`config.mk`:
```
export PLATFORM = sky130hd
export DESIGN_NAME = fifo_pop_arbiter
export DESIGN_NICKNAME = d
export VERILOG_FILES = /design/src/rtl/fifo_pop_arbiter_pkg.sv /design/src/rtl/fifo_pop_arbiter_rr_arbiter_4.sv /design/src/rtl/fifo_pop_arbiter.sv
export SDC_FILE = /design/constraint.sdc
export NUM_CORES = 1
export LEC_CHECK = 0
export CAP_MARGIN = 40
export CORE_MARGIN = 3
export CORE_UTILIZATION = 43
export DETAILED_ROUTE_END_ITERATION = 6
export PLACE_DENSITY_LB_ADDON = 0.25
export SLEW_MARGIN = 20
export SYNTH_ARGS = -nofsm -noshare
export SYNTH_HDL_FRONTEND = slang
export SYNTH_SLANG_ARGS = --single-unit
```
`constraint.sdc`:
```
create_clock -name clk -period 2.8 [get_ports clk]
set_clock_uncertainty 0.15 [all_clocks]
set_input_delay 0.56 -clock clk [delete_from_list [all_inputs] [get_ports clk]]
set_output_delay 0.56 -clock clk [all_outputs]
set_load 0.01 [all_outputs]
```
`src/rtl/fifo_pop_arbiter_pkg.sv`:
```
// Shared constants and state encoding for the FIFO pop arbiter and its grant logic.
package fifo_pop_arbiter_pkg;

    localparam int DATA_SIZE  = 10;
    localparam int NUM_Q      = 4;
    localparam int PIPE_DEPTH = 2;

    typedef enum logic [1:0] {
        ST_IDLE  = 2'd0,
        ST_POP   = 2'd1,
        ST_DRAIN = 2'd2
    } state_t;

endpackage

```
`src/rtl/fifo_pop_arbiter_rr_arbiter_4.sv`:
```
// Combinational four-way round-robin grant: the search starts one past the last granted
// queue and the first requesting queue wins.
module rr_arbiter_4
    import fifo_pop_arbiter_pkg::*;
(
    input  logic [NUM_Q-1:0] req,
    input  logic [1:0]       last_grant,
    output logic [NUM_Q-1:0] gnt,
    output logic [1:0]       gnt_id
);

    logic [1:0] w_idx;
    logic       w_found;

    always_comb begin
        gnt     = '0;
        gnt_id  = '0;
        w_found = 1'b0;
        w_idx   = '0;
        for (int k = 1; k <= NUM_Q; k++) begin
            w_idx = last_grant + 2'(k);
            if (!w_found && req[w_idx]) begin
                w_found    = 1'b1;
                gnt[w_idx] = 1'b1;
                gnt_id     = w_idx;
            end
        end
    end

endmodule

```
`src/rtl/fifo_pop_arbiter.sv`:
```
// Drains four upstream FIFOs round-robin into one downstream FIFO through a two-stage
// in-flight pipeline (pop -> data valid -> push), honouring downstream pause.
module fifo_pop_arbiter #(
    parameter int DATA_SIZE = fifo_pop_arbiter_pkg::DATA_SIZE,
    parameter int NUM_Q     = fifo_pop_arbiter_pkg::NUM_Q
) (
    input  logic                       clk,
    input  logic                       reset,
    input  logic [NUM_Q-1:0]           q_empty,
    input  logic [NUM_Q*DATA_SIZE-1:0] q_data,
    input  logic                       ds_pause,
    input  logic                       ds_full,
    output logic [NUM_Q-1:0]           q_pop,
    output logic                       push_out,
    output logic [DATA_SIZE-1:0]       data_out,
    output logic [1:0]                 q_id,
    output logic                       overflow_err,
    output logic                       busy
);
    import fifo_pop_arbiter_pkg::*;

    state_t                      r_state;
    logic [NUM_Q-1:0]            r_qPop;
    logic [1:0]                  r_lastGrant;
    logic [PIPE_DEPTH-1:0]       r_pipeValid;
    logic [PIPE_DEPTH-1:0][1:0]  r_pipeId;
    logic                        r_push;
    logic [DATA_SIZE-1:0]        r_data;
    logic [1:0]                  r_qId;
    logic                        r_overflow;

    logic [NUM_Q-1:0]            w_req;
    logic [NUM_Q-1:0]            w_gnt;
    logic [1:0]                  w_gntId;
    logic                        w_anyReq;
    logic                        w_issue;
    logic                        w_inFlight;
    logic [DATA_SIZE-1:0]        w_popData;

    // A queue being popped this cycle still shows its pre-pop empty flag, so it sits out
    // one arbitration rather than risk popping an already-empty FIFO.
    assign w_req      = ~q_empty & ~r_qPop;
    assign w_anyReq   = |w_req;
    assign w_issue    = !ds_pause && w_anyReq;
    assign w_inFlight = |r_pipeValid;
    assign w_popData  = q_data[int'(r_pipeId[PIPE_DEPTH-1]) * DATA_SIZE +: DATA_SIZE];

    rr_arbiter_4 u_rrArbiter (
        .req        (w_req),
        .last_grant (r_lastGrant),
        .gnt        (w_gnt),
        .gnt_id     (w_gntId)
    );

    // Every issued pop moves the FSM to POP, so a pop strobe is only ever seen in POP.
    always_ff @(posedge clk) begin
        if (!reset) begin
            r_state     <= ST_IDLE;
            r_qPop      <= '0;
            r_lastGrant <= 2'd3;
            r_pipeValid <= '0;
            r_pipeId    <= '0;
            r_push      <= 1'b0;
            r_data      <= '0;
            r_qId       <= '0;
            r_overflow  <= 1'b0;
        end else begin
            r_qPop      <= w_issue ? w_gnt : '0;
            r_pipeValid <= {r_pipeValid[PIPE_DEPTH-2:0], w_issue};
            r_pipeId    <= {r_pipeId[PIPE_DEPTH-2:0], w_gntId};
            r_push      <= r_pipeValid[PIPE_DEPTH-1];
            if (w_issue) begin
                r_lastGrant <= w_gntId;
            end
            if (r_pipeValid[PIPE_DEPTH-1]) begin
                r_data <= w_popData;
                r_qId  <= r_pipeId[PIPE_DEPTH-1];
            end
            if (r_push && ds_full) begin
                r_overflow <= 1'b1;
            end
            case (r_state)
                ST_IDLE: begin
                    if (w_issue) begin
                        r_state <= ST_POP;
                    end
                end
                ST_POP: begin
                    if (ds_pause) begin
                        r_state <= ST_DRAIN;
                    end else if (!w_anyReq && !w_inFlight) begin
                        r_state <= ST_IDLE;
                    end
                end
                ST_DRAIN: begin
                    if (w_issue) begin
                        r_state <= ST_POP;
                    end else if (!ds_pause && !w_inFlight) begin
                        r_state <= ST_IDLE;
                    end
                end
                default: r_state <= ST_IDLE;
            endcase
        end
    end

    assign q_pop        = r_qPop;
    assign push_out     = r_push;
    assign data_out     = r_data;
    assign q_id         = r_qId;
    assign overflow_err = r_overflow;
    assign busy         = (r_state != ST_IDLE);

endmodule
```
==> out/results.ini <==
[global_route]
grt.met2_usage_pct = 36.5
grt_pass1_vias = 1536
grt_remaining_overflow = 0
antenna_found_initial = 0
busiest_layer = met2
grt_pass1_wl_um = 7180
grt_usage_pct = 20.0
grt_use_met3_pct = 4.43
use_met1_pct = 22.9
grt_start_max_net_pins = 16

[power]
p_per_area_mw_per_mm2 = 692
power_leakage_nw = 0.872
ir_drop_uv = 510

[floorplanning]
chipWidth_um = 68.2
rows = 21
start_util_pct = 47.3
io_pins = 67
die_h_um = 68.2
die-area_mm2 = 0.00466
core-area_mm2 = 0.00352

[layout]
nets = 285
drive_gt1_share_pct = 11.0
syn2layout_area_growth_pct = 44.9
stdcell_count = 273
antenna_cells = 0

[drt]
drt_drc_violations_left = 0
dr_total_vias = 1519
vias_per_cell = 5.56
avgRoutedWirePerCell_um = 16.2
dr.pass1.iters = 4
drt-total-wl_um = 4410
ant_nets = 0
drt_iter0_markers = 50

[timing]
layout_min_cycle_time_ps = 2310
hold_viol = 0
tns_ps = 0
min_period_over_period_pct = 82.5
worstMarginPinSlew_ps = 738
fmax_mhz = 433
finalSetupViolCount = 0
drv_slew = 0
maxSlewHeadroom_pct = 50.8
grt_setup_unrepaired = false

[logic_synthesis]
synth_top_area_share_pct = 33.7
synth.net_count = 218
ys_warn_count = 0
yosys_register_bits = 28
synth_most_common_cell = dfxtp_1
synth.largest_area_cell = dfxtp_1
ys_seq_area_share_pct = 33.7
synth_cells = 162
avgSynthCellArea_um2 = 10.3
netlist_area_mm2 = 0.00167
synth_cell_types = 35
async_reset_ff_share_pct = 0
synthTopCellsByCount = 28 x dfxtp_1, 18 x mux2i_1, 11 x mux4_2, 11 x nor2b_1, 10 x nand2_1
synth_edf_count = 0
synth-main-ff-cell = dfxtp_1
yosys-top-cells-area = dfxtp_1 34%, mux4_2 15%, mux2i_1 11%

[clock_network]
cts_buffer_depth = 2
cts_resized = 0
cts_sinks = 28
clk_pin_slew_worst_paths_ps = 90
clock-root-buffer = clkbuf_8
postCtsSetupRepairBufs = 0
holdBufCountCts = 0
numCtsBuffers = 3
clkLatencyLatePin_ps = 270
cts_tree = done
cts.htree.levels = 1

[setup_path]
r2r_end = q_pop[2]$_SDFF_PN0_
path_max_fanout = 8
reg2reg_depth = 6
cp-start-kind = input port
crit_arrival_ps = 2340
cp.required_ps = 2830
r2r_slack_ps = 700
r2r-start = r_lastGrant[1]$_SDFFE_PN1P_
worstSetupPathType = input port to flip-flop
critPathCaptureType = flip-flop

[placed_design]
hpwl_um = 3560
gp_congestion = 0.878
dpl.cell_count = 270
portBuffers = 66

[outcome]
status = complete, no violations

[job]
cap_violations = 0

[worst_hold_path]
min_to = r_pipeId[2]$_SDFF_PN0_
whs_path_depth = 1
min_path_type = flip-flop to flip-flop
hp-start = r_pipeId[0]$_SDFF_PN0_

==> per-layer routing <==
metal  vias up  part of all wire (%)
li1        723                     -
met1       712                    38
met2        74                    50
met3        10                    11
met4         0                   1.5
met5         -                     0
==> where the power goes <==
group	internal (W)	total [W]	switching, W
Clock	0.0000964	0.000213	0.000117
Combinational	0.000462	0.000935	0.000472
Sequential	0.000460	0.000523	0.0000626
Total	0.00102	0.00167	0.000652
==> layout by cell type (no fill, tap or decap), drive strengths merged, types with 7 or more instances in the layout <==
master / n
nand2: 10
o22ai: 7
mux4: 11
dfxtp: 28
nor2b: 11
nor2: 8
mux2i: 18
ha: 8
clkdlybuf4s50: 66
inv: 7
==> cell type report <==
class,instances,area (um^2)
Fill cell,281,1110
Tap cell,46,57.6
Sequential cell,28,561
Clock buffer,3,41.3
Timing Repair Buffer,70,691
Multi-Input combinational cell,119,1030
Inverter,7,28.8
==> registers in the layout (all words and copies together), names as in the netlist <==
name / count
data_out: 10
q_pop: 4
r_pipeId: 4
q_id: 2
r_lastGrant: 2
r_pipeValid: 2
r_state: 2
overflow_err: 1
push_out: 1
==> cells by family (layout without fill, tap and decap cells) <==
family | Yosys count | after routing | synth area share [%]
buffers and inverters | 15 | 80 | 4.28
and+or+nand+nor | 56 | 56 | 18.9
DFF | 28 | 28 | 33.7
muxes | 29 | 29 | 25.7
AOI/OAI and AO/OA | 26 | 26 | 11.5
adders and majority gates | 8 | 8 | 6.01
==> worst max-delay path by stage <==
stage | from | to | depth (start not counted)
6_report | q_empty[2] | q_pop[2]$_SDFF_PN0_ | 6
5_1_grt | q_empty[2] | q_pop[2]$_SDFF_PN0_ | 6
4_1_cts | q_empty[2] | q_pop[2]$_SDFF_PN0_ | 6
3_5_place_dp | q_empty[2] | q_pop[1]$_SDFF_PN0_ | 6
3_3_place_gp | q_empty[3] | r_lastGrant[0]$_SDFFE_PN1P_ | 6
2_1_floorplan | r_lastGrant[1]$_SDFFE_PN1P_ | r_lastGrant[0]$_SDFFE_PN1P_ | 7
==> worst max-delay path, stage by stage <==
cell and delay, ps:
clkdlybuf4s50_1 450, or2_1 270, mux4_2 550, nand2_1 170, a221oi_1 80, nor3_1 250
==> per-stage QoR <==
step / instance area, um^2 / power, W / util (%) / hold WS [ps] / setup slack, ps
5_1_grt: 2410 / 0.00179 / 68.5 / 311 / 402
2_1_floorplan: 1670 / 0.00117 / - / 262 / 731
3_5_place_dp: 2370 / 0.00145 / 67.3 / 272 / 221
4_1_cts: 2410 / 0.00167 / 68.5 / 295 / 497
6_report: 2410 / 0.00167 / 68.5 / 289 / 489
3_3_place_gp: 2370 / 0.00141 / 67.3 / 264 / 302
No activity file was read; power rests on OpenSTA's default activity.
